--- config.mk ---
export PLATFORM = sky130hd
export DESIGN_NAME = param_pipe_divider
export DESIGN_NICKNAME = d
export VERILOG_FILES = /design/src/rtl/pipe_div_pkg.sv /design/src/rtl/pipe_div_stage.sv /design/src/rtl/param_pipe_divider.sv
export SDC_FILE = /design/constraint.sdc
export NUM_CORES = 1
export LEC_CHECK = 0
export BUFFER_PORTS_ARGS = -buffer_cell sky130_fd_sc_hd__buf_2
export CAP_MARGIN = 10
export CORE_MARGIN = 1.5
export CORE_UTILIZATION = 40
export DETAILED_ROUTE_END_ITERATION = 16
export GPL_ROUTABILITY_DRIVEN = 0
export GPL_TIMING_DRIVEN = 0
export PLACE_DENSITY = 0.65
export SLEW_MARGIN = 10
export SYNTH_ARGS = -nofsm -noshare
export SYNTH_HDL_FRONTEND = slang
export SYNTH_SLANG_ARGS = --single-unit
--- constraint.sdc ---
create_clock -name clock -period 5 [get_ports clock]
set_input_delay 0 -clock clock [delete_from_list [all_inputs] [get_ports clock]]
set_output_delay 0 -clock clock [all_outputs]
set_load 0.01 [all_outputs]
--- src/rtl/pipe_div_pkg.sv ---
// Shared types and helpers for the parametrised pipelined divider.
// Optional feature macro: PIPE_DIV_REMAINDER_EN (remainder output path).
package pipe_div_pkg;

  localparam int unsigned DEF_DW  = 28;
  localparam int unsigned DEF_VW  = 20;
  localparam int unsigned DEF_QW  = 8;
  localparam int unsigned DEF_BPS = 1;
  localparam int unsigned DEF_TW  = 4;

  // Result-flag encodings, {div0, ovf}
  localparam logic [1:0] FLAG_NONE = 2'b00;
  localparam logic [1:0] FLAG_OVF  = 2'b01;
  localparam logic [1:0] FLAG_DIV0 = 2'b10;

  typedef struct packed {
    logic div0;
    logic ovf;
  } div_flags_t;

  // Number of pipeline stages for a quotient width and bits-per-stage
  function automatic int unsigned num_stages(input int unsigned qw, input int unsigned bps);
    return qw / bps;
  endfunction

  // Partial-remainder width: one guard bit above the dividend
  function automatic int unsigned pr_width(input int unsigned dw);
    return dw + 1;
  endfunction

endpackage

--- src/rtl/pipe_div_stage.sv ---
// One restoring-division stage: resolves BPS quotient bits and registers the
// partial remainder, divisor, quotient, tag and flags under a shared enable.
// KEEP_R=0 drops the partial-remainder register (used for the last stage when
// the remainder output is not built, PIPE_DIV_REMAINDER_EN undefined).
module pipe_div_stage
  import pipe_div_pkg::*;
#(
  parameter int unsigned DW     = DEF_DW,
  parameter int unsigned VW     = DEF_VW,
  parameter int unsigned QW     = DEF_QW,
  parameter int unsigned BPS    = DEF_BPS,
  parameter int unsigned TW     = DEF_TW,
  parameter int unsigned STAGE  = 0,
  parameter bit          KEEP_R = 1'b1
) (
  input  logic                   clock,
  input  logic                   reset_n,
  input  logic                   i_en,
  input  logic                   i_valid,
  input  logic [DW:0]            i_r,
  input  logic [VW-1:0]          i_d,
  input  logic [QW-1:0]          i_q,
  input  logic [TW-1:0]          i_tag,
  input  div_flags_t             i_flags,
  output logic                   o_valid,
  output logic [DW:0]            o_r,
  output logic [VW-1:0]          o_d,
  output logic [QW-1:0]          o_q,
  output logic [TW-1:0]          o_tag,
  output div_flags_t             o_flags
);

  localparam int unsigned RW = pr_width(DW);
  localparam int unsigned XW = (RW > VW) ? RW : VW;
  localparam int unsigned HI = QW - 1 - STAGE * BPS;

  logic [RW-1:0] w_r_nxt;
  logic [QW-1:0] w_q_nxt;

  logic          r_valid;
  logic [VW-1:0] r_d;
  logic [QW-1:0] r_q;
  logic [TW-1:0] r_tag;
  div_flags_t    r_flags;

  // BPS restoring steps, MSB first; overflow forces saturated quotient and zero remainder
  always_comb begin
    w_r_nxt = i_r;
    w_q_nxt = i_q;
    for (int unsigned b = 0; b < BPS; b++) begin
      if (XW'(w_r_nxt >> (HI - b)) >= XW'(i_d)) begin
        w_r_nxt = w_r_nxt - (RW'(i_d) << (HI - b));
        w_q_nxt = w_q_nxt | (QW'(1) << (HI - b));
      end
    end
    if (i_flags.ovf) begin
      w_q_nxt = '1;
      w_r_nxt = '0;
    end
  end

  // Stage registers; everything holds while the pipeline is stalled
  always_ff @(posedge clock or negedge reset_n) begin
    if (!reset_n) begin
      r_valid <= 1'b0;
      r_d     <= '0;
      r_q     <= '0;
      r_tag   <= '0;
      r_flags <= div_flags_t'(FLAG_NONE);
    end else if (i_en) begin
      r_valid <= i_valid;
      r_d     <= i_d;
      r_q     <= w_q_nxt;
      r_tag   <= i_tag;
      r_flags <= i_flags;
    end
  end

  if (KEEP_R) begin : g_r
    logic [RW-1:0] r_r;

    // Partial remainder register
    always_ff @(posedge clock or negedge reset_n) begin
      if (!reset_n) begin
        r_r <= '0;
      end else if (i_en) begin
        r_r <= w_r_nxt;
      end
    end

    assign o_r = r_r;
  end else begin : g_no_r
    logic w_unused_r;
    assign w_unused_r = ^w_r_nxt;
    assign o_r        = '0;
  end

  assign o_valid = r_valid;
  assign o_d     = r_d;
  assign o_q     = r_q;
  assign o_tag   = r_tag;
  assign o_flags = r_flags;

endmodule

--- src/rtl/param_pipe_divider.sv ---
// Fully pipelined unsigned divider with valid/ready flow control, tag
// passthrough and divide-by-zero / overflow flags.
// Define PIPE_DIV_REMAINDER_EN to build the remainder output (rem port).
module param_pipe_divider
  import pipe_div_pkg::*;
#(
  parameter int unsigned DW  = DEF_DW,
  parameter int unsigned VW  = DEF_VW,
  parameter int unsigned QW  = DEF_QW,
  parameter int unsigned BPS = DEF_BPS,
  parameter int unsigned TW  = DEF_TW
) (
  input  logic          clock,
  input  logic          reset_n,
  input  logic          in_valid,
  output logic          in_ready,
  input  logic [DW-1:0] dividend,
  input  logic [VW-1:0] divisor,
  input  logic [TW-1:0] in_tag,
  output logic          out_valid,
  input  logic          out_ready,
  output logic [QW-1:0] q,
`ifdef PIPE_DIV_REMAINDER_EN
  output logic [VW-1:0] rem,
`endif
  output logic [TW-1:0] out_tag,
  output logic          div0,
  output logic          ovf
);

  localparam int unsigned S  = num_stages(QW, BPS);
  localparam int unsigned RW = pr_width(DW);
  localparam int unsigned XW = (RW > VW) ? RW : VW;
`ifdef PIPE_DIV_REMAINDER_EN
  localparam bit REM_EN = 1'b1;
`else
  localparam bit REM_EN = 1'b0;
`endif

  logic          w_adv;
  logic          w_div0;
  logic          w_ovf;
  logic [S:0]    w_valid;
  logic [RW-1:0] w_r     [S+1];
  logic [VW-1:0] w_d     [S+1];
  logic [QW-1:0] w_q     [S+1];
  logic [TW-1:0] w_tag   [S+1];
  div_flags_t    w_flags [S+1];
  logic          w_unused;

  // Single global advance: the whole pipe moves or the whole pipe holds
  assign w_adv    = !out_valid || out_ready;
  assign in_ready = w_adv;

  // Stage-0 classification of the incoming operation
  assign w_div0 = (divisor == '0);
  assign w_ovf  = !w_div0 && (XW'(dividend >> QW) >= XW'(divisor));

  assign w_valid[0] = in_valid;
  assign w_r[0]     = RW'(dividend);
  assign w_d[0]     = divisor;
  assign w_q[0]     = '0;
  assign w_tag[0]   = in_tag;
  assign w_flags[0] = w_div0 ? div_flags_t'(FLAG_DIV0)
                    : (w_ovf ? div_flags_t'(FLAG_OVF) : div_flags_t'(FLAG_NONE));

  for (genvar k = 0; k < S; k++) begin : g_stage
    pipe_div_stage #(
      .DW     (DW),
      .VW     (VW),
      .QW     (QW),
      .BPS    (BPS),
      .TW     (TW),
      .STAGE  (k),
      .KEEP_R ((k + 1 < S) || REM_EN)
    ) u_stage (
      .clock   (clock),
      .reset_n (reset_n),
      .i_en    (w_adv),
      .i_valid (w_valid[k]),
      .i_r     (w_r[k]),
      .i_d     (w_d[k]),
      .i_q     (w_q[k]),
      .i_tag   (w_tag[k]),
      .i_flags (w_flags[k]),
      .o_valid (w_valid[k+1]),
      .o_r     (w_r[k+1]),
      .o_d     (w_d[k+1]),
      .o_q     (w_q[k+1]),
      .o_tag   (w_tag[k+1]),
      .o_flags (w_flags[k+1])
    );
  end

  // Last-stage registers are the outputs
  assign out_valid = w_valid[S];
  assign q         = w_q[S];
  assign out_tag   = w_tag[S];
  assign div0      = w_flags[S].div0;
  assign ovf       = w_flags[S].ovf;
`ifdef PIPE_DIV_REMAINDER_EN
  assign rem       = w_r[S][VW-1:0];
`endif

  // Divisor copy and upper remainder bits have no consumer after the last stage
  assign w_unused = ^{w_r[S], w_d[S]};

endmodule

==> results.toml, run 1 <==
[final_layout]
layout.nets = 3456
post-route-cell-area_um2 = 29900
syn_to_final_growth_pct = 14.5
drive_gt1_share_pct = 6.46
diodes = 0
fill_cells = 6331

[critical_path]
r2r_slack_ns = 0.78
critPathArrivalTime_ns = 4.71
startpoint = "g_stage[1].u_stage.o_d[0]$_DFFE_PN0P_"
r2r_start = "g_stage[1].u_stage.o_d[0]$_DFFE_PN0P_"
crit_type = "flop to flop"
required_ns = 5.49
cp-start-kind = "flop"
ff2ff_path_depth = 12
crit_path_end_kind = "flop"
reg2reg_to = "g_stage[2].u_stage.o_r[5]$_DFFE_PN0P_"
cp_max_fo = 10

[cts]
cts_tree = "built"
cts.clk_slew.worst_paths_ns = 0.06
clk_latency_ns = 0.60
numCtsBuffers = 48
cts_resized = 0
cts_root_buf = "clkbuf_16"
htree_levels = 2
cts_hold_buf = 58
numClockSinks = 435
post-cts-setup-buffers = 0
clockBufferDepth = 3

[sta]
setup_viol = 0
rsz0062_at_grt = "no"
clock.fmax_mhz = 237
max_slew_margin_pct = 33.6
finClkSkew_ns = 0.0110
hold_viol_final = 0
setup_slack_ns = 0.777
finalCritPeriodShare_pct = 84.5
tightest_slew_ns = 0.996
final_max_slew_viol_count = 0
fin_crit_ns = 4.22

[synth]
avgSynthCellArea_um2 = 8.63
netlist.area_leader.share_pct = 41.6
synthesis.nets = 3273
syn_inst = 3030
synth_area_leader_cell = "dfrtp_1"
synthTopCellsByArea = "dfrtp_1 42%, nand2_1 8.8%, ha_1 8.6%"
ys_seq_area_share_pct = 41.6
async_flop_share_pct = 100
ys_ff_latch = 435
netlist_area_um2 = 26200
synth_warnings = 0
synth_edf_count = 0
ys_types = 89
synthFlopType = "dfrtp_1"

[min_path]
holdPathStages = 4
worstHoldEndpoint = "g_stage[0].u_stage.o_tag[0]$_DFFE_PN0P_"
hold_path.class = "primary input to flop"
hp-start = "in_tag[0]"

[outcome]
status = "completed"

[floorplanning]
ioPinCount = 72
die_w_um = 259
rows = 93
fp.coreArea_um2 = 64600
die_y_um = 259
die-area_um2 = 66900
start_util_pct = 40.5

[placement]
dp_slack_ns = 0.783
io_buffers = 71
dpl-instance-area_um2 = 27700
dpl.hpwl_mm = 58.9

[detailed_routing]
firstDrtPassIters = 5
post_drt_wl_per_cell_um = 18.5
vias = 22253
ant_nets = 0
drc = 0
initialDrtViolationCount = 1438
routed_wl_mm = 76.0
vias_per_cell = 5.42

[job]
cap_violations = 0

[grt]
grt_max_degree = 111
grt_pass1_vias = 22298
grt-ovfl-total = 0
grt_usage_pct = 22.8
grt_antenna_before_repair = 1
grt_pass1_wl_mm = 121

[power_and_ir_drop]
total_power_mw = 22.8
p_per_area_nw_per_um2 = 762
p_leak_nw = 14.0
vdd_drop_max_v = 0.000294
[flip-flops by register name (all words and copies together), names as in the netlist]
name and count:
g_stage.u_stage.o_d 140, g_stage.u_stage.o_flags 9, g_stage.u_stage.o_q 43, g_stage.u_stage.o_r 203
g_stage.u_stage.o_tag 32, g_stage.u_stage.o_valid 8
[cell usage after synthesis (17+ instances only)]
cell type and count:
xnor2_1 78, nand2_1 615, nand4_1 27, clkbuf_1 105, ha_1 180, nand3_1 38
a22o_1 24, nor3_1 32, xor2_1 55, a21o_1 70, o31ai_1 21, inv_1 205
nor4_1 24, o21ai_0 353, a211oi_1 27, nor2_1 134, nand2b_1 26, nor2b_1 21
dfrtp_1 435, mux2i_1 54, o21ai_1 17, nand3b_1 27, a21oi_1 169
[stage by stage]
step | hold WS, ns | instances | TNS (ns) | util [%]
final | 0.142 | 4105 | 0 | 46.3
after global routing | 0.157 | 4105 | 0 | 46.3
after CTS | 0.110 | 4105 | 0 | 46.3
after detailed placement | -0.0768 | 3960 | 0 | 42.9
after global placement | 0.202 | 3956 | -2121.28 | 42.7
after floorplan | -0.296 | 3030 | 0 | -
[kinds of logic after synthesis]
| logic type | Yosys count | share of synthesized area, % |
|---|---|---|
| adder cells (fa/ha/maj) | 187 | 9.15 |
| buffers and inverters | 339 | 5.05 |
| AO/OA/AOI/OAI | 844 | 19.9 |
| multiplexers | 54 | 2.07 |
| AND/OR/NAND/NOR | 1038 | 17.8 |
| flip-flops | 435 | 41.6 |
| XOR/XNOR | 133 | 4.45 |
[layout make-up]
cell class	instances	area [µm²]	share of cell area [%]
flip-flops and latches	435	10900	36.4
multi-input cells	2256	13900	46.6
clock buffers	68	1420	4.74
plain buffers	134	551	1.84
well taps	855	1070	3.57
repair buffers	133	1070	3.59
clock inverters	19	219	0.732
inverters	205	769	2.57
[worst max-delay path by stage]
stage / to
final: g_stage[2].u_stage.o_r[5]$_DFFE_PN0P_
after global routing: g_stage[2].u_stage.o_r[5]$_DFFE_PN0P_
after CTS: g_stage[2].u_stage.o_r[5]$_DFFE_PN0P_
after detailed placement: g_stage[2].u_stage.o_r[5]$_DFFE_PN0P_
after global placement: g_stage[0].u_stage.o_valid$_DFFE_PN0P_
after floorplan: g_stage[6].u_stage.o_r[1]$_DFFE_PN0P_
[cell usage in the layout, fill, tap and decap left out, drive strengths merged, types with 28 or more instances in the layout]
cell | netlist | routed
nand2 | 615 | 615
o21ai | 370 | 370
nor3 | 32 | 32
inv | 205 | 208
a21o | 70 | 70
nand3 | 39 | 39
dlygate4sd3 | 0 | 57
nand4 | 28 | 28
buf | 28 | 104
dfrtp | 435 | 435
mux2i | 54 | 54
ha | 180 | 180
xnor2 | 78 | 78
a21oi | 169 | 169
nor2 | 135 | 135
clkbuf | 106 | 174
xor2 | 55 | 55
[per-layer routing]
layer	part of all wire [%]	GRT usage, %	up-vias
li1	-	-	10933
met1	43	28.4	10593
met2	48	39.7	553
met3	4.1	2.47	174
met4	4.4	10.0	0
met5	0	0	-
[worst max-delay path, stage by stage (launching register included)]
cell and delay, ns:
dfrtp_1 0.50, ha_1 0.24, inv_1 0.06, fa_1 0.39, a21o_1 0.19, a21o_1 0.21
a221oi_1 0.62, o31ai_1 0.18, o21ai_1 0.37, clkbuf_1 0.49, clkbuf_1 0.51, a21oi_1 0.16
o22ai_1 0.19
[report_power, final]
part           switching (mW)  internal [mW]  total (mW)
registers                1.08           4.99        6.07
logic                    7.84           5.19        13.0
clock network            1.50           2.18        3.69
total                    10.4           12.4        22.8
Note: power is estimated with default switching activity, not from simulation.
==> run 2, diff against run 1 <==
ABC_AREA = 1   (was unset)
clock period = 4.2 ns   (was 5 ns; I/O delays follow)
==> run 2 against run 1 <==
Combinational power grew 36%. Total power increased by 27%. Synthesized cell count up 48%. Largest cell class unchanged.
==> results.toml, run 2 <==
[outcome]
status = "completed"

[final_layout]
instances_no_fill = 5659
multiInputGateArea_um2 = 16200
final_common_cell = "nand2_1"
fin_util_pct = 45.8
largest_reg_flops = 203
syn_to_final_growth_pct = 13.1
most-common-layout-cells = "1589 x nand2_1, 647 x inv_1, 435 x dfrtp_1"
diodes = 0
fill_cells = 7625
seq_area_um2 = 10900
drive_gt1_share_pct = 5.50
layout.nets = 4897

[sta]
finalCritPeriodShare_pct = 71.2
max_slew_margin_pct = 35.0
rsz0062_at_grt = "no"
setup_viol = 0
tightest_slew_ns = 0.975
worst_hold_slack_ns = 0.137
setup_slack_ns = 1.21
hold_viol_final = 0
finClkSkew_ns = 0.0390
final_max_slew_viol_count = 0
fin_crit_ns = 2.99
clock.fmax_mhz = 334

[power_and_ir_drop]
p_seq_share_pct = 23.5
comb_power_share_pct = 60.9
p_per_area_nw_per_um2 = 852
p_sw_share_pct = 51.3
clockPowerShare_pct = 15.6
switchingPower_mw = 14.9
vdd_drop_max_v = 0.000387
intPower_mw = 14.1
p_leak_nw = 18.1

[grt]
grt-ovfl-total = 0
grt_pass1_vias = 27978
grt_pass1_wl_mm = 153
grt_antenna_before_repair = 2
grt_max_degree = 106
grt_usage_pct = 25.2

[cts]
cts_tree = "built"
cts_resized = 0
cts_root_buf = "clkbuf_16"
clk_latency_ns = 0.61
htree_levels = 2
clockBufferDepth = 3
numClockSinks = 435
cts.clk_slew.worst_paths_ns = 0.06
post-cts-setup-buffers = 0
numCtsBuffers = 46

[synth]
avgSynthCellArea_um2 = 6.73
syn_inst = 4473
synth_area_leader_cell = "dfrtp_1"
synthAdderAreaFrac_pct = 7.94
netlist.area_leader.share_pct = 36.1
synth_edf_count = 0
yosys.area_share.simple_pct = 34.3
muxShareOfSynthArea_pct = 0
synth.most_common_cell = "nand2_1"
synth_top_family_by_area = "simple AND/OR/NAND/NOR gates"
netlist_area_um2 = 30100
synthFlopType = "dfrtp_1"
ys_types = 45
async_flop_share_pct = 100
synthTopCellsByArea = "dfrtp_1 36%, nand2_1 20%, inv_1 8.1%"
yosys.area_share.xor_xnor_pct = 1.92
ys_seq_area_share_pct = 36.1
synth_commonest_cells = "1589 x nand2_1, 647 x inv_1, 435 x dfrtp_1"
synth_warnings = 0
synthesis.nets = 4716
synth_compound_area_share_pct = 9.43
ys_ff_latch = 435

[critical_path]
crit_type = "flop to flop"
critPathArrivalTime_ns = 3.52
crit_path_end_kind = "flop"
cp_max_fo = 10
required_ns = 4.73
cp-start-kind = "flop"

[floorplanning]
start_util_pct = 40.5
rows = 100
die_w_um = 277
fp.coreArea_um2 = 74400
die-area_um2 = 77000
die_y_um = 277
ioPinCount = 72

[placement]
dpl.cell_count = 5517
io_buffers = 71
dpl.hpwl_mm = 77.6
dp_slack_ns = 1.45

[detailed_routing]
post_drt_wl_per_cell_um = 17.3
firstDrtPassIters = 7
vias_per_cell = 5.21
ant_nets = 0
vias = 29486
routed_wl_mm = 97.7
drc = 0
initialDrtViolationCount = 2697

[min_path]
hold_path.class = "primary input to flop"

[job]
cap_violations = 0
[run 2: power by group through the flow]
stage	registers, mW	logic, mW	clock network [mW]
final	6.82	17.7	4.53
after CTS	6.79	17.4	4.59
after global routing	6.96	19.8	4.74
after global placement	6.82	17.0	0
after floorplan	6.39	12.7	0
after detailed placement	6.85	17.2	0
[run 2: area by class of cell]
| cell class | count | area share, % |
|---|---|---|
| tap | 969 | 3.56 |
| clock inverter | 20 | 0.962 |
| clock buffer | 64 | 3.93 |
| sequential | 435 | 31.9 |
| inverter | 650 | 7.17 |
| timing repair buffer | 133 | 3.13 |
| multi-input combinational | 3269 | 47.4 |
| buffer | 119 | 1.88 |
[run 2: cells by family (layout without fill, tap and decap cells)]
family / Yosys count / after routing
and+or+nand+nor: 2484 / 2484
buffers and inverters: 769 / 986
AOI/OAI and AO/OA: 532 / 532
DFF: 435 / 435
adders and majority gates: 187 / 187
xor gates and xnor gates: 66 / 66
[run 2: worst paths after layout]
| check | to | from | cells after the start | slack, ns |
|---|---|---|---|---|
| max | g_stage[0].u_stage.o_r[27]$_DFFE_PN0P_ | g_stage[7].u_stage.o_valid$_DFFE_PN0P_ | 8 | 1.21 |
| min | g_stage[0].u_stage.o_r[5]$_DFFE_PN0P_ | dividend[5] | 4 | 0.14 |
| min reg2reg | g_stage[7].u_stage.o_valid$_DFFE_PN0P_ | g_stage[6].u_stage.o_valid$_DFFE_PN0P_ | 2 | 0.46 |
| min in group asynchronous | g_stage[5].u_stage.o_r[19]$_DFFE_PN0P_ | reset_n | 3 | 0.46 |
| max in group asynchronous | g_stage[0].u_stage.o_r[13]$_DFFE_PN0P_ | reset_n | 5 | 2.50 |
| max reg2reg | g_stage[0].u_stage.o_r[27]$_DFFE_PN0P_ | g_stage[7].u_stage.o_valid$_DFFE_PN0P_ | 8 | 1.21 |
[run 2: repair_timing]
action,in CTS,in global routing
hold buffers,58,0
endpoints found under the setup margin,0,0
endpoints found under the hold margin,391,0
[run 2: critical path, cell delays in order (launching register included)]
cell and delay, ns:
dfrtp_1 0.34, inv_1 0.06, nor2_4 0.32, buf_2 0.41
clkbuf_1 0.68, buf_2 0.40, nand2_1 0.08, o21ai_1 0.07
dlygate4sd3_1 0.55
[run 2: metal layers]
metal / share of wire, % / vias up / GRT usage [%]
li1: - / 14540 / -
met1: 44 / 13799 / 33.6
met2: 46 / 961 / 41.7
met3: 6.0 / 186 / 3.13
met4: 3.8 / 0 / 9.37
met5: 0 / - / 0
[run 2: stage by stage]
step | instance area [µm²] | TNS (ns) | power, mW
floorplan | 30100 | 0 | 19.1
global placement | 31700 | -2545.37 | 23.8
finish | 34100 | 0 | 29.0
detailed placement | 31800 | 0 | 24.1
CTS | 34100 | 0 | 28.7
global route | 34100 | 0 | 31.5
==> run 3, diff against run 2 <==
ABC_AREA = 0   (was 1)
clock period = 3.13 ns   (was 4.2 ns; I/O delays follow)
==> run 3 against run 2 <==
The run now ends with negative setup slack left. Worst setup slack worse by 1.3 ns. Register-to-register slack worse by 1.3 ns. Clock power is 30% higher. Clock skew is 0.028 ns lower. Global-route usage is 2.2 points lower. Critical path depth is 8 higher. Critical path type unchanged. Largest cell class unchanged. Largest power group unchanged.
==> results.toml, run 3 (same netlist as run 1, synthesis figures left out) <==
[outcome]
status = "finished with violations"
violations = "negative setup slack"

[critical_path]
r2r_start = "g_stage[5].u_stage.o_r[1]$_DFFE_PN0P_"
cpPeakStageDelay_ns = 0.40
crit_type = "flop to flop"
crit_slowest_cell = "a221o_1"
crit_family = "compound AO/OA/AOI/OAI gates"
worstPathCellList = "inv_2 > ha_4 > inv_2 > fa_2 > a21o_1 > a221o_1 > a211oi_4 > o21ai_4 > a211oi_4 > or2_1 > buf_6 > buf_4 > buf_6 > nor2_4 > a21oi_2 > o21ai_1"
startpoint = "g_stage[5].u_stage.o_r[1]$_DFFE_PN0P_"
cp_max_fo = 6
cp-start-kind = "flop"
crit_path_end_kind = "flop"
critPathArrivalTime_ns = 3.72
required_ns = 3.60
worst-path-buf-inv = 5

[grt]
grt-ovfl-total = 0
grt_antenna_before_repair = 1
grt_pass1_vias = 22491
grt_max_degree = 111
grt_pass1_wl_mm = 122
grt_usage_pct = 23.0

[cts]
clockBufferDepth = 3
cts.clk_slew.worst_paths_ns = 0.06
htree_levels = 2
numCtsBuffers = 48
cts_tree = "built"
numClockSinks = 435
cts_root_buf = "clkbuf_16"
clk_latency_ns = 0.60

[sta]
finClkSkew_ns = 0.0110
final_max_slew_viol_count = 0
clock.fmax_mhz = 307
setup_slack_ns = -0.122
finalCritPeriodShare_pct = 104
fin_crit_ns = 3.25
setup_viol = 26
rsz0062_at_grt = "yes"
tns_ns = -1.35
hold_viol_final = 0
worst_hold_slack_ns = 0.0565
max_slew_margin_pct = 33.3
tightest_slew_ns = 1.00

[final_layout]
most-common-layout-cells = "613 x nand2_1, 430 x dfrtp_1, 316 x o21ai_0"
drive_gt1_share_pct = 12.8
largest_reg_flops = 203
final_common_cell = "nand2_1"
fin_util_pct = 48.7
syn_to_final_growth_pct = 20.3
layout.nets = 3523

[power_and_ir_drop]
vdd_drop_max_v = 0.000489
switchingPower_mw = 18.1
p_seq_share_pct = 24.6
intPower_mw = 21.7
p_per_area_nw_per_um2 = 1260
comb_power_share_pct = 60.6
p_sw_share_pct = 45.5
clockPowerShare_pct = 14.8
p_leak_nw = 14.5

[placement]
dpl.hpwl_mm = 58.9
io_buffers = 71

[detailed_routing]
initialDrtViolationCount = 1598
drc = 0
firstDrtPassIters = 10
vias = 22801
ant_nets = 0
routed_wl_mm = 78.5
vias_per_cell = 5.46
post_drt_wl_per_cell_um = 18.8

[min_path]
hp-start = "dividend[21]"
hold_path.class = "primary input to flop"

[floorplanning]
start_util_pct = 40.5
fp.coreArea_um2 = 64600
rows = 93
die_y_um = 259
die_w_um = 259
ioPinCount = 72
die-area_um2 = 66900

[job]
cap_violations = 0
==> run 3: cell count changes in the layout (fill, tap and decap cells not counted), sizes merged, moves of 39 or more <==
| cell | delta |
|---|---|
| nand2 | -983 |
| inv | -443 |
| nand3 | -286 |
| nor2 | -264 |
| o21ai | +75 |
| a21o | +69 |
| mux2i | +54 |
| buf | +45 |
| nand4 | -44 |
| clkbuf | +39 |
| xor2 | +39 |
==> run 3: through the flow <==
step / setup slack [ns] / power [mW] / cells / cell area (µm²)
detailed placement: -1.09 / 30.3 / 3960 / 27700
finish: -0.122 / 39.8 / 4173 / 31400
CTS: -0.0338 / 37.4 / 4126 / 30500
floorplan: 0.0416 / 24.7 / 3030 / 26200
global route: -0.222 / 42.8 / 4172 / 31400
global placement: -6.84 / 29.9 / 3956 / 27600
==> run 3: final cells by class <==
type                    count  area, µm²
inverters                 205        769
plain buffers             131        659
diodes                      1       2.50
repair buffers            203       1670
clock buffers              68       1420
fillers                  6110      33100
flip-flops and latches    435      10900
clock inverters            19        219
well taps                 855       1070
multi-input cells        2256      14800
==> run 3: final timing paths <==
check,to,slack [ns],cells after the start
min in group asynchronous,g_stage[6].u_stage.o_d[7]$_DFFE_PN0P_,0.50,4
min,g_stage[0].u_stage.o_r[22]$_DFFE_PN0P_,0.06,5
max in group asynchronous,g_stage[0].u_stage.o_d[0]$_DFFE_PN0P_,0.65,7
min reg2reg,g_stage[7].u_stage.o_flags[1]$_DFFE_PN0P_,0.46,2
max reg2reg,g_stage[6].u_stage.o_r[13]$_DFFE_PN0P_,-0.12,16
max,g_stage[6].u_stage.o_r[13]$_DFFE_PN0P_,-0.12,16
==> run 3: layer usage <==
metal	GRT usage, %	routed length [µm]	vias to the layer above
met1	28.6	32900	10888
met5	0	0	-
met2	39.8	38000	635
met4	11.0	4090	0
li1	-	-	11073
met3	2.54	3480	205
==> run 3: power by group through the flow <==
stage	Clock [mW]	Sequential (mW)	Combinational [mW]
floorplan	0	9.17	15.6
global route	6.19	10.0	26.5
CTS	5.98	9.69	21.7
global placement	0	9.69	20.2
finish	5.90	9.77	24.1
detailed placement	0	9.77	20.5
==> run 3: tightest hold or removal path: cells and delay by family <==
family / cells / cell delay, ns
AO/OA/AOI/OAI: 2 / 0.14
XOR/XNOR: 1 / 0.15
adder cells (fa/ha/maj): 1 / 0.19
buffers and inverters: 1 / 0.13
==> run 3: timing repair <==
action / 4_1_cts / 5_1_grt
hold endpoints to repair: 189 / 0
pin swaps: 25 / 56
cloned: 0 / 2
gates resized for setup: 109 / 166
hold buffers: 60 / 0
setup buffers: 21 / 45
endpoints found under the setup margin: 231 / 239
